File: src/rtl/led_pwm_blink_driver_if.sv
// led_pwm_blink_driver_if
// MMIO-side bus bundle for the LED controller: write strobe, chip-select,
// register address, write data and combinational readback.
// The CPU/bus side uses the master modport; the LED controller uses slave.
interface led_pwm_blink_driver_if #(
  parameter int LED_W = 16
) ();
  logic             ledwrite;
  logic             ledcs;
  logic [1:0]       ledaddr;
  logic [LED_W-1:0] ledinputdata;
  logic [LED_W-1:0] ledrdata;

  modport master (
    output ledwrite,
    output ledcs,
    output ledaddr,
    output ledinputdata,
    input  ledrdata
  );

  modport slave (
    input  ledwrite,
    input  ledcs,
    input  ledaddr,
    input  ledinputdata,
    output ledrdata
  );
endinterface

File: src/rtl/led_pwm_blink_driver.sv
// led_pwm_blink_driver
// Memory-mapped LED output controller with a pattern register, global PWM
// brightness and an optional per-LED blink engine.
//   addr0 PATTERN, addr1 BLINK_MASK, addr2 DUTY, addr3 PERIOD
// Optional feature macro: LED_BLINK_EN. Define it to build the blink engine
// (BLINK_MASK / PERIOD registers, prescaler, tick counter, phase). Without it,
// addr1/addr3 writes are ignored and both read as zero.
// Reset state (PATTERN=0, DUTY=all-ones, no blink) makes an addr0 write act
// as a plain latched LED port at full brightness.
module led_pwm_blink_driver #(
  parameter int LED_W     = 16,
  parameter int PWM_BITS  = 8,
  parameter int PRESCALE  = 1000,
  parameter int BLINK_RST = 249
) (
  input  logic                         ledclk,
  input  logic                         ledrst,
  led_pwm_blink_driver_if.slave        ledbus,
  output logic [LED_W-1:0]             ledout
);

  // Reject parameter combinations the datapath cannot represent.
  if (PRESCALE < 1 || LED_W < PWM_BITS || LED_W > 32 || BLINK_RST < 0) begin : g_cfg_check
    $error("led_pwm_blink_driver: invalid parameter combination");
  end

  logic                w_wr;
  logic [LED_W-1:0]    r_pattern;
  logic [PWM_BITS-1:0] r_duty;
  logic [PWM_BITS-1:0] r_pwm_cnt;
  logic                w_pwm_on;
  logic [LED_W-1:0]    w_blank;
  logic [LED_W-1:0]    w_next_led;
  logic [LED_W-1:0]    w_rdata;

  assign w_wr = ledbus.ledcs & ledbus.ledwrite;

  // PATTERN and DUTY registers, written only on a qualified bus write.
  always_ff @(posedge ledclk or posedge ledrst) begin
    if (ledrst) begin
      r_pattern <= {LED_W{1'b0}};
      r_duty    <= {PWM_BITS{1'b1}};
    end else if (w_wr && ledbus.ledaddr == 2'd0) begin
      r_pattern <= ledbus.ledinputdata;
    end else if (w_wr && ledbus.ledaddr == 2'd2) begin
      r_duty    <= ledbus.ledinputdata[PWM_BITS-1:0];
    end else begin
      r_pattern <= r_pattern;
      r_duty    <= r_duty;
    end
  end

  // Free-running PWM phase counter; natural wrap at 2**PWM_BITS.
  always_ff @(posedge ledclk or posedge ledrst) begin
    if (ledrst) begin
      r_pwm_cnt <= {PWM_BITS{1'b0}};
    end else begin
      r_pwm_cnt <= r_pwm_cnt + {{(PWM_BITS-1){1'b0}}, 1'b1};
    end
  end

  // All-ones duty must be solidly on, so it bypasses the compare.
  assign w_pwm_on = (&r_duty) | (r_pwm_cnt < r_duty);

`ifdef LED_BLINK_EN
  localparam int PRE_W = (PRESCALE > 1) ? $clog2(PRESCALE) : 1;

  logic [LED_W-1:0] r_mask;
  logic [LED_W-1:0] r_period;
  logic [PRE_W-1:0] r_pre_cnt;
  logic [LED_W-1:0] r_tick_cnt;
  logic             r_phase;
  logic             w_tick;
  logic             w_period_wr;

  assign w_period_wr = w_wr && (ledbus.ledaddr == 2'd3);
  assign w_tick      = (r_pre_cnt == PRE_W'(PRESCALE - 1));

  // BLINK_MASK and PERIOD registers.
  always_ff @(posedge ledclk or posedge ledrst) begin
    if (ledrst) begin
      r_mask   <= {LED_W{1'b0}};
      r_period <= LED_W'(BLINK_RST);
    end else if (w_wr && ledbus.ledaddr == 2'd1) begin
      r_mask   <= ledbus.ledinputdata;
    end else if (w_period_wr) begin
      r_period <= ledbus.ledinputdata;
    end else begin
      r_mask   <= r_mask;
      r_period <= r_period;
    end
  end

  // Blink timebase; a PERIOD write restarts it lit so a shorter period can never be overrun.
  always_ff @(posedge ledclk or posedge ledrst) begin
    if (ledrst) begin
      r_pre_cnt  <= {PRE_W{1'b0}};
      r_tick_cnt <= {LED_W{1'b0}};
      r_phase    <= 1'b1;
    end else if (w_period_wr) begin
      r_pre_cnt  <= {PRE_W{1'b0}};
      r_tick_cnt <= {LED_W{1'b0}};
      r_phase    <= 1'b1;
    end else if (w_tick) begin
      r_pre_cnt <= {PRE_W{1'b0}};
      if (r_tick_cnt == r_period) begin
        r_tick_cnt <= {LED_W{1'b0}};
        r_phase    <= ~r_phase;
      end else begin
        r_tick_cnt <= r_tick_cnt + {{(LED_W-1){1'b0}}, 1'b1};
        r_phase    <= r_phase;
      end
    end else begin
      r_pre_cnt  <= r_pre_cnt + {{(PRE_W-1){1'b0}}, 1'b1};
      r_tick_cnt <= r_tick_cnt;
      r_phase    <= r_phase;
    end
  end

  assign w_blank = r_mask & {LED_W{~r_phase}};
`else
  assign w_blank = {LED_W{1'b0}};
`endif

  assign w_next_led = r_pattern & ~w_blank & {LED_W{w_pwm_on}};

  // Registered LED drive so pins never see decode glitches.
  always_ff @(posedge ledclk or posedge ledrst) begin
    if (ledrst) begin
      ledout <= {LED_W{1'b0}};
    end else begin
      ledout <= w_next_led;
    end
  end

  // Combinational readback of the addressed register; chip-select is not consulted.
  always_comb begin
    w_rdata = {LED_W{1'b0}};
    case (ledbus.ledaddr)
      2'd0: w_rdata = r_pattern;
`ifdef LED_BLINK_EN
      2'd1: w_rdata = r_mask;
      2'd3: w_rdata = r_period;
`endif
      2'd2: w_rdata[PWM_BITS-1:0] = r_duty;
      default: w_rdata = {LED_W{1'b0}};
    endcase
  end

  assign ledbus.ledrdata = w_rdata;

endmodule

File: src/flat_wrapper.sv
// flat-port wrapper written by rule: the top's interface ports become plain ports
module led_pwm_blink_driver_flat 
#(
  parameter int LED_W     = 16,
  parameter int PWM_BITS  = 8,
  parameter int PRESCALE  = 1000,
  parameter int BLINK_RST = 249
)
  (ledclk, ledrst, ledout, ledbus_ledwrite, ledbus_ledcs, ledbus_ledaddr, ledbus_ledinputdata, ledbus_ledrdata);
  led_pwm_blink_driver_if #(.LED_W(LED_W)) ledbus_i ();
  input  logic ledclk;
  input  logic ledrst;
  output logic [LED_W-1:0] ledout;
  input wire logic [$bits(ledbus_i.ledwrite)-1:0] ledbus_ledwrite;
  input wire logic [$bits(ledbus_i.ledcs)-1:0] ledbus_ledcs;
  input wire logic [$bits(ledbus_i.ledaddr)-1:0] ledbus_ledaddr;
  input wire logic [$bits(ledbus_i.ledinputdata)-1:0] ledbus_ledinputdata;
  output wire logic [$bits(ledbus_i.ledrdata)-1:0] ledbus_ledrdata;
  assign ledbus_i.ledwrite = ledbus_ledwrite;
  assign ledbus_i.ledcs = ledbus_ledcs;
  assign ledbus_i.ledaddr = ledbus_ledaddr;
  assign ledbus_i.ledinputdata = ledbus_ledinputdata;
  assign ledbus_ledrdata = ledbus_i.ledrdata;
  led_pwm_blink_driver #(.LED_W(LED_W), .PWM_BITS(PWM_BITS), .PRESCALE(PRESCALE), .BLINK_RST(BLINK_RST)) u_core (.ledclk(ledclk), .ledrst(ledrst), .ledbus(ledbus_i), .ledout(ledout));
endmodule
File: config.mk
export PLATFORM = sky130hd
export DESIGN_NAME = led_pwm_blink_driver_flat
export DESIGN_NICKNAME = d
export VERILOG_FILES = /design/src/rtl/led_pwm_blink_driver_if.sv /design/src/rtl/led_pwm_blink_driver.sv /design/src/flat_wrapper.sv
export SDC_FILE = /design/constraint.sdc
export NUM_CORES = 1
export LEC_CHECK = 0
export ABC_AREA = 1
export CAP_MARGIN = 40
export CORE_MARGIN = 1.5
export CORE_UTILIZATION = 48
export DETAILED_ROUTE_END_ITERATION = 16
export GPL_ROUTABILITY_DRIVEN = 0
export HOLD_SLACK_MARGIN = 0.02
export PLACE_DENSITY_LB_ADDON = 0.08
export SYNTH_ARGS = -nofsm -noshare
export SYNTH_HDL_FRONTEND = slang
export SYNTH_SLANG_ARGS = --single-unit
File: constraint.sdc
create_clock -name ledclk -period 1.87 [get_ports ledclk]
set_input_delay 0.4675 -clock ledclk [delete_from_list [all_inputs] [get_ports ledclk]]
set_output_delay 0.4675 -clock ledclk [all_outputs]
set_load 0.01 [all_outputs]
After elaboration in Yosys (flattened, before gate mapping)
Index checks and enable logic that the tools add are counted.
Word-level totals
  bits of input ports: 22
  flip-flop bits (word level): 48
  memories kept: 0
  memory bits (read-only): 0
  output and inout port bits: 32
  bits in latches: 0
  RAM bits: 0
  logic and storage cells: 18
Cells by class
  bitwise logic cells: 4
  $mul: 0
  shift operators: 0
  mux-type cells: 2
  reductions and logical operators: 5
  divide/modulo/power cells: 0
  order comparisons: 1
  equality and inequality tests: 1
  $add $sub $neg: 1
Operators with widths (count)
  16-bit bitwise AND: 1
  8-bit case mux with 2 select lines: 1
  8-bit by 1-bit adder with 8-bit output, second input constant: 1
  8-bit less-than comparator: 1
  8-bit two-way mux: 1
  8-bit AND reduction: 1
  2-bit == test, second input constant: 1
  1-bit logical AND: 2
  2-bit logical NOT: 1
  2-bit AND reduction: 1
  1-bit bitwise AND: 1
  1-bit inverter: 1
  1-bit OR: 1

Depth between registers and ports, before layout
  depth in word-level cells: 4
  depth in mapped cells: 10
  mapped depth without buffers: 9

Least setup slack after synthesis
Ideal clock, no wire load.
  path kind: flip-flop to flip-flop
  from: register u_core.r_duty[5]
  to: register u_core.ledout[10]
  stages on the path, launching flop included: 9
  arrival: 1618 ps
  buffers on the path: 1
  library setup time: 73 ps
  required time: 1797 ps
  clock period less this slack: 1691 ps
  slack: 179 ps
  path through: dfstp_2 > inv_1 > ha_1 > a21oi_1 > nor2_1 > nor3_1 > nand2_2 > buf_4 > a21oi_2
On the way
  cells in the longest elaborated chain, start to end: 3
  elaborated cells on any way between the ends: 4
  classes of those cells: order compare: 1; bitwise: 2; reduce/logical: 1
RTL lines
  start, declared: line led_pwm_blink_driver.sv:29  | logic [PWM_BITS-1:0] r_duty;
  start signal, assigned: line led_pwm_blink_driver.sv:42  | r_duty <= {PWM_BITS{1'b1}};
  start signal, assigned: line led_pwm_blink_driver.sv:46  | r_duty <= ledbus.ledinputdata[PWM_BITS-1:0];
  start signal, assigned: line led_pwm_blink_driver.sv:49  | r_duty <= r_duty;
  8-bit less-than comparator / 8-bit AND reduction (equally long branches): line led_pwm_blink_driver.sv:63  | assign w_pwm_on = (&r_duty) | (r_pwm_cnt < r_duty);
  1-bit OR *: line led_pwm_blink_driver.sv:63
  16-bit bitwise AND *: line led_pwm_blink_driver.sv:125  | assign w_next_led = r_pattern & ~w_blank & {LED_W{w_pwm_on}};
  via u_core.w_next_led[10]: line led_pwm_blink_driver.sv:33  | logic [LED_W-1:0] w_next_led;
  end signal, assigned: line led_pwm_blink_driver.sv:130  | ledout <= {LED_W{1'b0}};
  end signal, assigned: line led_pwm_blink_driver.sv:132  | ledout <= w_next_led;
  end, declared: line led_pwm_blink_driver.sv:19  | output logic [LED_W-1:0] ledout
The timed path passes the listed nets; every way through them passes the cells marked *.
A chain may end at the register's enable or synchronous reset.

Worst setup path in the final report
  from: register u_core.r_duty[5]
  to: register u_core.ledout[0]
Same word-level chain as after synthesis.

==> impl_metrics.yaml <==
logic_synthesis:
  synth_seq_cells: 48
  synth_edf_count: 0
  syn_area_per_cell_um2: 9.50
  ys_seq_area_share_pct: 57.1
  ys_types: 21
  synth_compound_area_share_pct: 14.0
  synth_xor_xnor_area_share_pct: 2.48
  synthCells: 223
  synth_mux_area_share_pct: 0
  synthMostInstantiatedCell: "dfrtp_1"
  synth.largest_area_cell: "dfrtp_1"
  synth_ff_type: "dfrtp_1"
  synth_top_area_share_pct: 47.2
  async_reset_ff_share_pct: 100
  synthTopCellsByArea: "dfrtp_1 (47%), dfstp_2 (9.9%), inv_1 (6.9%), nand2_1 (5.5%), ha_1 (4.7%)"
  yosysWarningCount: 0
  synthSimpleGateAreaFrac_pct: 12.2
  synth_fa_ha_area_share_pct: 4.72
  synth_top_family_by_area: "compound AO/OA/AOI/OAI gates"
  syn_area_mm2: 0.00212
  synth_commonest_cells: "dfrtp_1 (40), inv_1 (39), nand2_1 (31), nor2_1 (21)"
  synth_nets: 253
grt:
  track_usage_pct: 21.1
  antenna_found_initial: 0
  grt_pass1_vias: 1640
  grt_overflow: 0
  grt_first_pass_wirelength_um: 8020
  grt_max_degree: 27
timing:
  setup-tns-final_ps: 0
  setup_violations: 0
  rsz0062_at_grt: "false"
  fmax_mhz: 574
  final_hold_viol_count: 0
  slew_headroom_pct: 70.1
  clock-skew-final_ps: 5.18
  fin_ws_ps: 129
  worst_pin_slew_ps: 447
  finalCritPeriodShare_pct: 93.1
  finalMaxSlewViolations: 0
  period_minus_slack_ps: 1740
power_and_ir_drop:
  power_density_mw_per_mm2: 975
  p_leak_nw: 1.41
  finalPower_mw: 2.73
  ir_worst_vdd_uv: 560
die:
  start_util_pct: 51.5
  fp.dieArea_mm2: 0.00482
  die_h_um: 69.5
  rows: 23
  ios: 54
  die_w_um: 69.5
  core_region_area_mm2: 0.00412
clocking:
  ctsLongestPathBuffers: 2
  clock-root-buffer: "clkbuf_8"
  cts_inserted_buffers: 5
  clock-sinks: 48
  clkTransAtPathRegs_ps: 80
  insertion_delay_ps: 290
  htree_levels: 2
  cts_hold_buf: 0
  cts_tree: "yes"
placed_design:
  dp_worst_setup_slack_ps: -678
  hpwl_um: 3300
  io_buffers: 53
critical_path:
  critPathMaxStageDelay_ps: 540
  cp_data_arrival_time_ps: 1960
  cpMostUsedCell: "a21oi_1"
  crit_type: "flip-flop to flip-flop"
  cp_max_fo: 16
  cp_cell_sequence: "inv_1 > ha_1 > a21oi_1 > nor2_1 > nor3_2 > nand2_2 > buf_12 > a21oi_1"
  crit_required_ps: 2090
  cpMaxStageDelayCell: "dfstp_2"
  end_kind: "flip-flop"
  start_kind: "flip-flop"
drt:
  final_antenna_net_count: 0
  drtIter0Drc: 82
  viasPerCell: 4.81
  drt-pass1-iter-count: 4
  post_drt_wl_per_cell_um: 13.2
  wirelength_um: 4440
  drc_errors: 0
  num_vias: 1617
layout:
  n_fill_cell: 345
  post-route-util_pct: 68.1
  drive_above_1_share_pct: 22.7
  regArea_mm2: 0.00121
  n_antenna_cell: 0
  nets: 315
  area_delta_synth_final_pct: 32.2
  multi_input_area_um2: 737
outcome:
  status: "completed"
hold_path:
  hold_class: "flip-flop to flip-flop"
flow_run:
  max_cap_viol_count: 0
## stage by stage
step | cells | area (um^2) | hold WS (ps)
2_1_floorplan | 223 | 2120 | 438
3_3_place_gp | 326 | 2750 | 457
3_5_place_dp | 326 | 2750 | 463
4_1_cts | 336 | 2800 | 475
5_1_grt | 336 | 2800 | 504
6_report | 336 | 2800 | 477
## state kept, by name (all words and copies together) (netlist names)
signal / flops
u_core.ledout: 16
u_core.r_duty: 8
u_core.r_pattern: 16
u_core.r_pwm_cnt: 8
## where the power goes
group	total [mW]	leakage, nW	internal [mW]	switching, mW
clock network	0.614	0.0455	0.302	0.312
logic	0.796	0.792	0.389	0.408
registers	1.32	0.568	1.25	0.0736
total	2.73	1.41	1.94	0.794
## cells by family after synthesis
kind of cell	count (synthesis)
AOI/OAI and AO/OA	50
and+or+nand+nor	61
xor gates and xnor gates	6
adders and majority gates	8
DFF	48
buffers and inverters	50
## critical path: cells and delay by family, from the launching register on
| kind | cells | cell delay (ps) |
|---|---|---|
| buf+inv | 2 | 240 |
| flops | 1 | 540 |
| compound gates | 2 | 290 |
| fa+ha+maj | 1 | 300 |
| simple gates | 3 | 290 |
## routing by layer
metal	part of all wire [%]	vias to the layer above	global-route usage, %
met1	47	752	28.8
met2	48	34	34.0
met3	3.8	6	4.65
li1	-	825	-
met5	0	-	0
met4	1.2	0	5.88
## path summary, 6_finish.rpt
| path | slack [ps] | depth (start not counted) | end | from |
|---|---|---|---|---|
| max in group asynchronous | 880 | 3 | u_core.r_pattern[12]$_DFFE_PP0P_ | ledrst |
| hold reg to reg | 480 | 1 | u_core.r_pwm_cnt[0]$_DFF_PP0_ | u_core.r_pwm_cnt[0]$_DFF_PP0_ |
| setup / recovery | 130 | 8 | u_core.ledout[0]$_DFF_PP0_ | u_core.r_duty[5]$_DFFE_PP1P_ |
| min in group asynchronous | 500 | 2 | u_core.r_pattern[6]$_DFFE_PP0P_ | ledrst |
| hold / removal | 480 | 1 | u_core.r_pwm_cnt[0]$_DFF_PP0_ | u_core.r_pwm_cnt[0]$_DFF_PP0_ |
| setup reg to reg | 130 | 8 | u_core.ledout[0]$_DFF_PP0_ | u_core.r_duty[5]$_DFFE_PP1P_ |
## layout make-up
cell class              instances  area share (%)
well taps                      50            2.23
repair inverters                1           0.268
repair buffers                 61            18.9
flip-flops and latches         48            43.2
inverters                      43            5.85
multi-input cells             125            26.3
clock buffers                   8            3.22
## repair_timing
item	4_1_cts	5_1_grt
hold endpoints to repair	0	0
pin swaps	2	2
setup endpoints to repair	16	15
buffers inserted	1	0
resized for setup	72	8
gates cloned	1	0
## layout by cell type (no fill, tap or decap), types with 5 or more instances in the layout
cell type        netlist  layout
dfstp_2                8       8
dfrtp_1               40      40
nand2_1               31      31
clkbuf_8               0       6
inv_2                  3       5
a21oi_1               16      16
xor2_1                 5       5
inv_1                 39      36
o21ai_0               16      16
o22ai_1                8       6
a21oi_2               10      10
ha_1                   8       8
clkdlybuf4s50_1        0      35
nor2_1                21      19
buf_2                  0      15
buf_4                  1       5
No activity file was read; power rests on OpenSTA's default activity.
